[src/rtl/cram_st_addr_gen.sv]
// Store address generator for one CRAM bank. Captures length/stride/base from
// configuration strobes, then issues one write enable plus address per accepted
// store request, stepping the address by the stride until the length runs out.
module cram_st_addr_gen #(
  parameter int unsigned WIDTH_DATA   = 32,
  parameter int unsigned WIDTH_ADDR   = 10,
  parameter int unsigned WIDTH_LENGTH = 8
) (
  input  logic                    clock,
  input  logic                    reset,
  input  logic                    I_Set_Config,
  input  logic                    I_We_Length,
  input  logic                    I_We_Stride,
  input  logic                    I_We_Base,
  input  logic [WIDTH_DATA-1:0]   I_Data,
  input  logic                    I_Req,
  input  logic                    I_Nack,
  input  logic                    I_Trm,
  output logic                    O_We,
  output logic [WIDTH_ADDR-1:0]   O_Addr,
  output logic                    O_AccessEnd,
  output logic                    O_Busy,
  output logic [WIDTH_LENGTH-1:0] O_Remain
);

  typedef enum logic [1:0] {
    StIdle,
    StConfig,
    StRun,
    StDone
  } state_e;

  state_e                  state_q, state_d;
  logic [WIDTH_LENGTH-1:0] length_q, length_d;
  logic [WIDTH_ADDR-1:0]   stride_q, stride_d;
  logic [WIDTH_ADDR-1:0]   base_q, base_d;
  logic [WIDTH_ADDR-1:0]   addr_q, addr_d;
  logic [WIDTH_LENGTH-1:0] count_q, count_d;

  logic                    write;
  logic [WIDTH_LENGTH-1:0] length_new;

  // base_q is kept as an architectural copy of the programmed base; the start
  // address is loaded straight from the bus, so the stored copy is not read.
  logic unused_data;
  assign unused_data = ^{I_Data, base_q};

  // Length seen by a base strobe: a length strobe in the same cycle takes effect.
  always_comb begin
    length_new = length_q;
    if (I_We_Length) begin
      length_new = I_Data[WIDTH_LENGTH-1:0];
    end
  end

  // A write happens only in RUN with a request that is neither stalled nor aborted.
  always_comb begin
    write = (state_q == StRun) & I_Req & ~I_Nack & ~I_Trm;
  end

  // Next-state and register update logic.
  always_comb begin
    state_d  = state_q;
    length_d = length_q;
    stride_d = stride_q;
    base_d   = base_q;
    addr_d   = addr_q;
    count_d  = count_q;

    unique case (state_q)
      StIdle: begin
        if (I_Set_Config) begin
          state_d = StConfig;
        end
      end

      StConfig: begin
        if (I_Trm) begin
          state_d = StIdle;
        end else begin
          if (I_We_Length) begin
            length_d = I_Data[WIDTH_LENGTH-1:0];
          end
          if (I_We_Stride) begin
            stride_d = I_Data[WIDTH_ADDR-1:0];
          end
          if (I_We_Base) begin
            base_d  = I_Data[WIDTH_ADDR-1:0];
            addr_d  = I_Data[WIDTH_ADDR-1:0];
            count_d = length_new;
            state_d = (length_new != '0) ? StRun : StDone;
          end
        end
      end

      StRun: begin
        if (I_Trm) begin
          state_d = StIdle;
        end else if (write) begin
          // Address wraps silently at the top of the address space.
          addr_d  = addr_q + stride_q;
          count_d = count_q - WIDTH_LENGTH'(1);
          if (count_q == WIDTH_LENGTH'(1)) begin
            state_d = StDone;
          end
        end
      end

      StDone: begin
        state_d = StIdle;
      end

      default: begin
        state_d = StIdle;
      end
    endcase
  end

  // State and configuration registers with synchronous reset.
  always_ff @(posedge clock) begin
    if (reset) begin
      state_q  <= StIdle;
      length_q <= '0;
      stride_q <= '0;
      base_q   <= '0;
      addr_q   <= '0;
      count_q  <= '0;
    end else begin
      state_q  <= state_d;
      length_q <= length_d;
      stride_q <= stride_d;
      base_q   <= base_d;
      addr_q   <= addr_d;
      count_q  <= count_d;
    end
  end

  // Output decode; the remaining count is only meaningful while running.
  always_comb begin
    O_We        = write;
    O_Addr      = addr_q;
    O_AccessEnd = (state_q == StDone);
    O_Busy      = (state_q == StConfig) || (state_q == StRun);
    O_Remain    = (state_q == StRun) ? count_q : '0;
  end

endmodule
[config.mk]
export PLATFORM = sky130hd
export DESIGN_NAME = cram_st_addr_gen
export DESIGN_NICKNAME = d
export VERILOG_FILES = /design/src/rtl/cram_st_addr_gen.sv
export SDC_FILE = /design/constraint.sdc
export NUM_CORES = 1
export LEC_CHECK = 0
export ABC_AREA = 1
export CORE_UTILIZATION = 49
export DETAILED_ROUTE_END_ITERATION = 7
export PLACE_DENSITY = 0.81
export SYNTH_ARGS = -nofsm -noshare
export SYNTH_HDL_FRONTEND = slang
export SYNTH_SLANG_ARGS = --single-unit
export TNS_END_PERCENT = 10
[constraint.sdc]
create_clock -name clock -period 2.35 [get_ports clock]
set_clock_uncertainty 0.2 [all_clocks]
set_input_delay 0.235 -clock clock [delete_from_list [all_inputs] [get_ports clock]]
set_output_delay 0.235 -clock clock [all_outputs]
set_load 0.02 [all_outputs]
* Word level (Yosys, flattened, before mapping)
Cells that the tools add are included.
** Word-level totals
- Input bits :: 41
- Output and inout port bits :: 21
- Logic and storage cells :: 52
- Bits in registers :: 38
** Operators by class
- Bitwise logic cells :: 5
- Reductions and logical operators :: 8
- Equality and inequality tests :: 12
- Add/sub/neg operators :: 2
- Muxes and demuxes :: 20
** Operator list (count)
- $mux 8 :: 6
- $mux 10 :: 4
- $pmux 10 s2 :: 1
- $pmux 8 s2 :: 1
- $mux 2 :: 6
- $add 10x10->10 :: 1
- $ne 2x2->1 const B :: 5
- $eq 8x1->1 const B :: 1
- $pmux 2 s4 :: 1
- $reduce_bool 8->1 :: 1
- $sub 8x1->8 const B :: 1
- $ne 3x3->1 const B :: 2
- $reduce_and 5->1 :: 1
- $eq 2x2->1 const B :: 2
- $reduce_and 4->1 :: 1
- $and 1x1->1 :: 3
- $ne 3x2->1 const B :: 1
- $reduce_and 3->1 :: 1
- $eq 2x1->1 const B :: 1
- $logic_not 2->1 :: 1
- $not 1->1 :: 2
- $reduce_and 2->1 :: 1
- $reduce_bool 2->1 :: 1
- $logic_or 1x1->1 :: 1
- $mux 1 :: 1

* Logic depth before layout (Yosys ltp)
Gate-level depths: netlist of the first run.
- Depth in word-level cells :: 7
- Depth in mapped cells :: 11

* Worst setup path before layout of the first run
No wires, ideal clock.
- Kind :: register to register
- Start :: register addr_q[0] (netlist: O_Addr[0])
- End :: register addr_q[6] (netlist: O_Addr[6])
- Buffers on the path :: 0
- Required time :: 2018 ps
- Cell stages (with the launch flop) :: 11
- Setup slack :: 476 ps
- Clock period less this slack :: 1874 ps
- Arrival :: 1542 ps
- Cells stage by stage :: dfxtp_1 -> ha_1 -> fa_1 -> nand3_1 -> nand2_1 -> nand3_1 -> nand2_1 -> nand2_1 -> nand3_1 -> nand2_1 -> a21oi_1
** On the way
- Longest elaborated chain between the ends :: 4
** RTL lines
- start: declaration :: line 37 : logic [WIDTH_ADDR-1:0] addr_q, addr_d;
- start signal: assignment :: line 133 : addr_q <= addr_d;
- $add 10x10->10 :: line 101 : addr_d = addr_q + stride_q;
- $mux 10 :: line 99 : end else if (write) begin
- $mux 10 :: line 97 : if (I_Trm) begin
- $pmux 10 s2 :: line 70 : unique case (state_q)
Every way passes these cells. The select of a mux whose other input is x is not followed.
A chain may end at the register's enable or synchronous reset.

* Final worst setup path of the first run
- Start :: register state_q[0]
- End :: output O_Remain[6]
** On the way
- Longest elaborated chain between the ends :: 2
** RTL lines
- start: declaration :: line 33 : state_e state_q, state_d;
- start signal: assignment :: line 122 : state_q <= StIdle;
- start signal: assignment :: line 129 : state_q <= state_d;
- $eq 2x2->1 :: line 144 : O_Remain = (state_q == StRun) ? count_q : '0;
- $mux 8 :: line 144
- end: declaration :: line 23 : output logic [WIDTH_LENGTH-1:0] O_Remain
Every way passes these cells.

==> flow_metrics.py, run 1 <==
metrics = {
    "worst_setup_path": {
        "cp_data_required_time_ns": 1.91,
        "critPathSlowestCell": "dfxtp_1",
        "cp_num_buf_inv": 4,
        "critical_path_arrival_ns": 1.66,
        "cp-end-kind": "output pin",
        "critPathMaxFanout": 14,
        "path_cells": "inv_1 > ha_2 > buf_6 > nand2_1 > inv_1 > dlygate4sd2_1",
        "timing.setup.critical_path_class": "flip-flop to output pin",
        "cp_slowest_stage_delay_ns": 0.33,
        "crit_path_frequent_cell": "inv_1",
        "start_kind": "flip-flop",
        "crit_family": "buffers and inverters",
    },
    "drt": {
        "drt-pass1-iter-count": 7,
        "vias": 2468,
        "ant_nets": 0,
        "drc": 2,
        "drt_iter0_markers": 176,
        "drt-total-wl_um": 6030,
        "wl_per_cell_um": 13.6,
        "drt-vias-per-instance": 5.58,
    },
    "layout": {
        "layout.cells.non_filler": 442,
        "design_area_um2": 2880,
        "drive_gt1_share_pct": 5.64,
        "syn2layout_area_growth_pct": 22.9,
        "utilization_pct": 64.5,
        "final_nets": 447,
        "diodes": 0,
        "fillers": 402,
        "multi_input_area_um2": 1360,
        "seq_area_um2": 761,
    },
    "power": {
        "power_switching_mw": 0.904,
        "pwr-share-seq_pct": 37.2,
        "irDropWorstVdd_uv": 596,
        "power_frac_clock_pct": 19.2,
        "power.leakage_nw": 1.41,
        "intPower_mw": 1.34,
        "power_density_nw_per_um2": 780,
        "combPwrFrac_pct": 43.6,
        "sw_frac_of_total_pct": 40.2,
    },
    "yosys": {
        "yosysUniqueCellTypes": 35,
        "synth_cells": 349,
        "netlist_area_um2": 2350,
        "syn_area_per_cell_um2": 6.72,
        "ys_seq_elements": 38,
        "ys_warn_count": 0,
        "synth_top_area_share_pct": 32.4,
        "seq_area_frac_synth_pct": 32.4,
        "synth.area.top_cells": "dfxtp_1 (32%), nand2_1 (13%), a21oi_1 (9.8%)",
        "yosys.area.top_type": "dfxtp_1",
        "synth_nets": 406,
    },
    "clock_tree": {
        "ctsHoldBuffers": 0,
        "clk_latency_ns": 0.29,
        "cts-htree-levels": 2,
        "cts-root-buf": "clkbuf_8",
        "cts_setup_buffers": 0,
        "cts_resized": 5,
        "clockBufferDepth": 2,
        "clk_pin_slew_ns": 0.07,
        "numCtsBuffers": 5,
        "clock_sinks": 38,
        "cts_tree": "done",
    },
    "outcome": {
        "violations": "DRC",
        "outcome": "finished, violations left",
    },
    "sta": {
        "drv_slew": 0,
        "rsz0062_at_grt": "false",
        "setup_viol": 0,
        "max_freq_mhz": 478,
        "slew_headroom_pct": 62.9,
        "finalHoldViolations": 0,
        "setup_tns_ns": 0,
        "tightestPinTransition_ns": 0.556,
        "period_share_pct": 89.0,
        "period_minus_slack_ns": 2.09,
    },
    "min_path": {
        "holdCritPathClass": "flip-flop to flip-flop",
    },
    "floorplan": {
        "core_um2": 4470,
        "die_x_um": 71.2,
        "die_h_um": 71.2,
        "row_count": 24,
        "boundaryPins": 62,
        "die_area_um2": 5070,
        "initial_core_util_pct": 52.4,
    },
    "run": {
        "maxCapViolCount": 0,
    },
    "global_route": {
        "top_usage_layer": "met2",
        "grt.overflow.total": 0,
        "gr-usage-met2_pct": 42.3,
        "grt_pass1_wl_um": 10100,
        "met1_usage_pct": 32.4,
        "grt_use_total_pct": 25.2,
        "gr-usage-met3_pct": 4.99,
        "grt_pass1_vias": 2290,
        "grt_max_degree": 29,
        "antenna_found_initial": 0,
    },
    "placed_design": {
        "dpl_cell_area_um2": 2790,
        "dp.cells": 435,
        "portBuffers": 39,
        "gp_congestion": 0.856,
        "dp_hpwl_um": 4440,
    },
}
[routing by layer]
layer  vias up  routed length (um)
met5         -                   0
met4         0                  69
met3        10                 331
met2        90                2870
met1      1129                2760
li1       1239                   -
[tightest hold or removal path, delay by kind of cell, from the launching register on]
| family | cells | cell delay [ns] |
|---|---|---|
| flops | 1 | 0.32 |
| compound gates | 1 | 0.05 |
| simple gates | 1 | 0.06 |
[area by class of cell]
cell class                 count  area share (%)
multi-input combinational    256            47.0
clock buffer                   7            2.65
inverter                      41            5.34
timing repair buffer          48            16.4
tap                           52            2.26
sequential                    38            26.4
[Yosys cell counts]
cell type  count
a211oi_1       1
a21oi_1       46
a21oi_2        1
a31oi_1        5
buf_1          2
buf_2          6
buf_4          1
buf_6          2
clkbuf_1       3
clkinv_1       1
dfxtp_1       38
fa_1           1
ha_1          15
inv_1         39
inv_2          1
mux2i_1        2
nand2_1       81
nand2_2        3
nand3_1       27
nand3b_1       1
nand4_1        3
nor2_1        22
nor3_1         4
nor4_1         1
o211ai_1       1
o21a_1         2
o21ai_0       27
o21ai_1        4
o221ai_1       1
o22ai_1        1
o22ai_2        1
o31ai_1        1
or2_2          1
xnor2_1        1
xor2_1         3
[cells in the final DEF (no fill, tap or decap), types with 4 or more instances in the layout]
cell / n
a31oi_1: 5
nand2_1: 81
nor3_1: 4
buf_4: 8
dfxtp_1: 38
clkdlybuf4s50_1: 30
o21ai_1: 4
nor2_1: 22
clkbuf_8: 5
inv_1: 39
ha_1: 14
o21ai_0: 27
nand3_1: 27
a21oi_1: 46
dlymetal6s2s_1: 6
[power by group through the flow]
stage,clock network (mW),logic [mW],registers [mW]
final,0.432,0.980,0.837
after global routing,0.468,1.09,0.854
after CTS,0.434,0.973,0.836
after detailed placement,0,0.963,0.850
after global placement,0,0.940,0.845
after floorplan,0,0.631,0.874
[metrics by stage]
| stage | hold WS (ns) | worst slack, ns | total power [mW] |
|---|---|---|---|
| 4_1_cts | 0.268 | 0.00268 | 2.24 |
| 3_3_place_gp | 0.256 | 0.271 | 1.78 |
| 3_5_place_dp | 0.258 | 0.218 | 1.81 |
| 2_1_floorplan | 0.196 | 0.476 | 1.50 |
| 5_1_grt | 0.292 | 0.148 | 2.41 |
| 6_report | 0.267 | 0.259 | 2.25 |
[worst paths after layout]
check             slack [ns]  cells after the start         from          end
hold / removal          0.27                      2  stride_q[8]  stride_q[8]
setup reg to reg        0.30                     10   state_q[0]   count_q[3]
setup / recovery        0.26                      6   state_q[0]  O_Remain[6]
hold reg to reg         0.27                      2  stride_q[8]  stride_q[8]
[kinds of logic after synthesis]
group / Yosys count / synth area share, %
AOI/OAI and AO/OA: 91 / 20.9
xor gates and xnor gates: 4 / 1.49
and+or+nand+nor: 143 / 25.5
DFF: 38 / 32.4
buffers and inverters: 55 / 9.92
adders and majority gates: 16 / 8.85
muxes: 2 / 0.853
[sequential cells by signal, summed over array words and instances, names as in the netlist]
| name | cells |
|---|---|
| O_Addr | 10 |
| count_q | 8 |
| length_q | 8 |
| state_q | 2 |
| stride_q | 10 |
(Power assumes the default switching activity.)
==> run 2, diff against run 1 <==
ABC_CLOCK_PERIOD_IN_PS = 2350   (was unset)
CTS_CLUSTER_DIAMETER = 120   (was unset)
==> results of run 2 <==
No change in the layout: final DEF, timing and power equal those of run 1.
==> run 3, diff against run 2 <==
GPL_TIMING_DRIVEN = 0   (was unset)
==> flow_metrics.py, run 3 (same netlist as run 1, synthesis figures left out) <==
metrics = {
    "outcome": {
        "outcome": "finished, violations left",
        "violations": "DRC",
    },
    "sta": {
        "whs_ns": 0.274,
        "period_minus_slack_ns": 2.21,
        "drv_slew": 0,
        "finalHoldViolations": 0,
        "rsz0062_at_grt": "false",
        "setup_tns_ns": 0,
        "max_freq_mhz": 453,
        "tightestPinTransition_ns": 0.583,
        "final.setup.worst_slack_ns": 0.142,
        "setup_viol": 0,
        "period_share_pct": 94.0,
        "slew_headroom_pct": 61.2,
    },
    "clock_tree": {
        "cts_setup_buffers": 0,
        "clk_latency_ns": 0.30,
        "clock_sinks": 38,
        "cts-root-buf": "clkbuf_8",
        "cts_tree": "done",
        "clk_pin_slew_ns": 0.08,
        "clockBufferDepth": 2,
        "cts-htree-levels": 2,
        "ctsHoldBuffers": 0,
        "numCtsBuffers": 5,
        "cts_resized": 10,
    },
    "drt": {
        "wl_met1_um": 2920,
        "drt-pass1-iter-count": 7,
        "ant_nets": 0,
        "wl_per_cell_um": 14.0,
        "drt-vias-per-instance": 5.56,
        "wl_met3_um": 371,
        "drt_iter0_markers": 181,
        "vias": 2490,
        "drc": 2,
        "topRoutingLayerUsed": "met4",
        "met2WireLength_um": 2940,
        "drt-total-wl_um": 6290,
    },
    "layout": {
        "final_nets": 452,
        "final_common_cell": "nand2_1",
        "multi_input_area_um2": 1360,
        "seq_area_um2": 761,
        "syn2layout_area_growth_pct": 24.1,
        "layout_common_cells": "nand2_1 (81), a21oi_1 (46), inv_1 (39), dfxtp_1 (38), clkdlybuf4s50_1 (30)",
        "fillers": 415,
        "drive_gt1_share_pct": 6.31,
        "utilization_pct": 65.0,
        "diodes": 0,
    },
    "floorplan": {
        "die_h_um": 71.2,
        "die_area_um2": 5070,
        "die_x_um": 71.2,
        "row_count": 24,
        "initial_core_util_pct": 52.4,
        "core_um2": 4470,
        "boundaryPins": 62,
    },
    "global_route": {
        "grt_max_degree": 13,
        "grt_use_total_pct": 25.6,
        "grt_pass1_vias": 2262,
        "grt_pass1_wl_um": 10200,
        "grt.overflow.total": 0,
        "antenna_found_initial": 0,
    },
    "worst_setup_path": {
        "reg2reg_slack_ns": 0.32,
        "cp-end-kind": "output pin",
        "cp_data_required_time_ns": 1.91,
        "critPathMaxFanout": 10,
        "critical_path_arrival_ns": 1.77,
        "start_kind": "flip-flop",
        "timing.setup.critical_path_class": "flip-flop to output pin",
    },
    "placed_design": {
        "gp_congestion": 0.891,
        "dp_slack_ns": 0.0303,
        "dp_hpwl_um": 4710,
        "portBuffers": 39,
    },
    "power": {
        "power_density_nw_per_um2": 822,
        "power.leakage_nw": 1.37,
        "irDropWorstVdd_uv": 516,
    },
    "run": {
        "maxCapViolCount": 0,
    },
    "min_path": {
        "holdCritPathClass": "flip-flop to flip-flop",
    },
}
[run 3: changes by cell type in the layout (fill, tap and decap cells not counted), sizes merged]
cell	change
buf	+2
dlygate4sd2	+5
dlymetal6s2s	-5
bufinv	+1
clkbuf	+1
clkinv	+2
[run 3: routing by layer]
metal	track usage, %	up-vias
met2	41.9	81
met1	35.0	1148
met4	6.89	0
met3	4.13	6
li1	-	1255
met5	0	-
[run 3: final cells by class]
cell class / count / share of cell area (%)
Inverter: 41 / 5.29
Timing Repair Buffer: 39 / 13.2
Multi-Input combinational cell: 256 / 46.6
Sequential cell: 38 / 26.1
Buffer: 14 / 2.88
Clock buffer: 5 / 2.36
Clock inverter: 3 / 1.38
Tap cell: 52 / 2.24
[run 3: path summary, 6_finish.rpt]
| check | cells past startpoint | endpoint | start |
|---|---|---|---|
| hold / removal | 2 | stride_q[2] | stride_q[2] |
| setup / recovery | 7 | O_Remain[2] | state_q[0] |
| setup reg to reg | 7 | count_q[1] | state_q[0] |
| hold reg to reg | 2 | stride_q[2] | stride_q[2] |
[run 3: per-stage QoR]
stage          area [um^2]  power (mW)  instances
2_1_floorplan         2350        1.50        349
3_3_place_gp          2800        1.80        440
3_5_place_dp          2800        1.82        440
4_1_cts               2910        2.38        448
5_1_grt               2910        2.54        448
6_report              2910        2.39        448
[run 3: power breakdown]
part	total, mW	internal, mW	switching (mW)
Combinational	0.987	0.379	0.608
Sequential	0.840	0.757	0.0834
Clock	0.565	0.313	0.252
Total	2.39	1.45	0.944
[run 3: worst max-delay path, stage by stage (launching register included)]
cell and delay [ns]:
dfxtp_1 0.34, inv_1 0.12, ha_2 0.23, buf_4 0.18, buf_4 0.19, nand2_1 0.06
inv_1 0.04, dlygate4sd2_1 0.32
==> patch, RTL diff (config.mk and constraints of run 1) <==
Re-encode `state_e` (4 states) as one-hot, 4 bits wide.
--- a/src/rtl/cram_st_addr_gen.sv
+++ b/src/rtl/cram_st_addr_gen.sv
@@ -23,11 +23,11 @@
   output logic [WIDTH_LENGTH-1:0] O_Remain
 );
 
-  typedef enum logic [1:0] {
-    StIdle,
-    StConfig,
-    StRun,
-    StDone
+  typedef enum logic [3:0] {
+    StIdle   = 4'b0001,
+    StConfig = 4'b0010,
+    StRun    = 4'b0100,
+    StDone   = 4'b1000
   } state_e;
 
   state_e                  state_q, state_d;
Function: no difference found for any inputs over 4 cycles, from zero or initial values and one cycle with reset high; so few cycles prove little.
==> patch against run 1 <==
Sequential cell count rose by 2. Worst setup slack worse by 0.12 ns. Via count up 3.1%. Final area grew 4.3%. Wire length about the same. Fmax is 5.5% lower. Final cell count grew 10%. Critical endpoint is now O_We. Core utilization fell by 1.6 points. Synthesized area up 5.3%. Global-route usage is 1.3 points lower.
Power is not compared: it rests on default switching activity, and its combinational part moved more than twofold at a synthesized area within 25%.
==> patch: results (changes against run 1) <==
stage;metric;value;unit;change
outcome;status;finished clean;;was finished with violations
synthesis;ys_seq_area_share;32.42;%;was 32.43%
placed_design;hpwl;4238;um;was 4441 um
critical_path;crit_fanout;3;;was 14
synthesis;synthDistinctLibCells;31;;was 35
global_route;grt_max_degree;26;;was 29
cells_and_area;diodes;0;;unchanged
global_route;grt_pass1_wl;9867;um;was 10060 um
synthesis;ys_warn_count;0;;unchanged
power_and_ir_drop;ir_worst_vdd;0.0003308;V;
global_route;grtUsageMet3;5.110;%;was 4.986%
cts;h-tree-depth;2;;unchanged
power_and_ir_drop;p_leak;1.453;nW;
critical_path;crit_arrival;1.78;ns;was 1.66 ns
placed_design;portBuffers;39;;unchanged
global_route;grt_antenna_before_repair;0;;unchanged
sta;maxSlewHeadroom;67.24;%;was 62.90%
synthesis;synth_fp_nets;433;;was 406
cts;clockBufferDepth;2;;unchanged
critical_path;cpMaxStageDelayCell;clkdlybuf4s50_1;;was dfxtp_1
cells_and_area;drive_above_1_share;6.205;%;was 5.641%
global_route;grt_use_met2;40.84;%;was 42.33%
synthesis;synthTopCellsByCount;nand2_1 (87), nor2_1 (48), a21oi_1 (42), inv_1 (42), dfxtp_1 (40);;was nand2_1 (81), a21oi_1 (46), inv_1 (39), dfxtp_1 (38)
synthesis;synth_async_sr_flop_share;0;%;unchanged
cts;clkTransAtPathRegs;0.08;ns;
global_route;grt_pass1_vias;2314;;was 2290
global_route;grtUsageMet1;30.07;%;was 32.45%
critical_path;crit_family;buffers and inverters;;unchanged
hold_path;hold_path.class;reg2reg;;unchanged
detailed_routing;dr.pass1.iters;4;;was 7
synthesis;synth_area_leaders;dfxtp_1 (32%), nand2_1 (13%), a21oi_1 (8.5%);;was dfxtp_1 (32%), nand2_1 (13%), a21oi_1 (9.8%)
cts;cts_buffers;5;;unchanged
cts;worstSkewPairLatency;0.29;ns;about the same
detailed_routing;vias;2545;;was 2468
detailed_routing;drt_iter0_markers;114;;was 176
placed_design;gp_congestion;0.9349;;was 0.8555
detailed_routing;wirelength;6026;um;was 6029 um
placed_design;place_inst;479;;was 435
cells_and_area;instances_no_fill;486;;was 442
cells_and_area;fin_nets;472;;was 447
synthesis;synthCells;380;;was 349
critical_path;max_stage_delay;0.61;ns;was 0.33 ns
global_route;track_usage;23.93;%;was 25.25%
cts;cts_root_buf;clkbuf_8;;unchanged
-- patch: cell types whose count changed after synthesis, moves of 4 or more --
cell            run 1  this run
a21oi_1            46        42
nor2_1             22        48
ha_1               15        11
nand3_1            27        32
a31oi_1             5         0
nand2_1            81        87
-- patch: timing repair --
item,CTS,global route
gates resized for setup,0,9
setup endpoints to repair,0,9
setup buffers,0,0
-- patch: routing by layer --
| layer | share of wire [%] | wire [um] | vias up |
|---|---|---|---|
| met3 | 5.2 | 311 | 10 |
| met2 | 48 | 2867 | 70 |
| met1 | 46 | 2791 | 1156 |
| li1 | - | - | 1309 |
| met4 | 0.91 | 55 | 0 |
| met5 | 0 | 0 | - |
-- patch: final timing paths --
| kind | from | end | slack (ns) | cells past startpoint |
|---|---|---|---|---|
| worst max register to register | O_Addr[0] | O_Addr[4] | 0.32 | 8 |
| worst min-delay path | length_q[7] | length_q[7] | 0.26 | 2 |
| worst max-delay path | state_q[2] | O_We | 0.14 | 7 |
| worst min register to register | length_q[7] | length_q[7] | 0.26 | 2 |
-- patch: cells by family (layout without fill, tap and decap cells) --
| group | after synthesis | after routing | share of synthesized area [%] |
|---|---|---|---|
| DFF | 40 | 40 | 32.42 |
| adders and majority gates | 12 | 12 | 6.383 |
| and+or+nand+nor | 184 | 184 | 31.61 |
| xor gates and xnor gates | 4 | 4 | 1.418 |
| buffers and inverters | 58 | 97 | 10.59 |
| AOI/OAI and AO/OA | 82 | 82 | 17.58 |
-- patch: cell type report --
type | count | area [um^2]
inverter | 43 | 163.9
clock buffer | 6 | 72.57
multi-input combinational | 282 | 1408
fill | 455 | 1779
sequential | 40 | 800.8
tap | 67 | 83.83
timing repair buffer | 47 | 473.0
clock inverter | 1 | 5.005
-- patch: power breakdown --
| group | leakage [nW] | switching, W | internal (W) |
|---|---|---|---|
| registers | 0.323 | 0.0000253 | 0.000710 |
| clock network | 0.0410 | 0.000241 | 0.000202 |
| logic | 1.09 | 0.000174 | 0.000121 |
-- patch: stage by stage --
| step | hold WS [ns] | utilization, % | cell area, um^2 | setup slack (ns) |
|---|---|---|---|---|
| after global placement | 0.2390 | 60.73 | 2907 | 0.2202 |
| final | 0.2589 | 62.82 | 3007 | 0.1366 |
| after detailed placement | 0.2444 | 60.73 | 2907 | 0.1555 |
| after global routing | 0.2842 | 62.82 | 3007 | 0.001471 |
| after floorplan | 0.1573 | - | 2470 | 0.4282 |
| after CTS | 0.2573 | 62.35 | 2984 | 0.002625 |
-- patch: worst min-delay path, delay by kind of cell, from the launching register on --
family | cells | cell delay, ns
AOI/OAI and AO/OA | 1 | 0.06
DFF | 1 | 0.30
buffers and inverters | 1 | 0.06
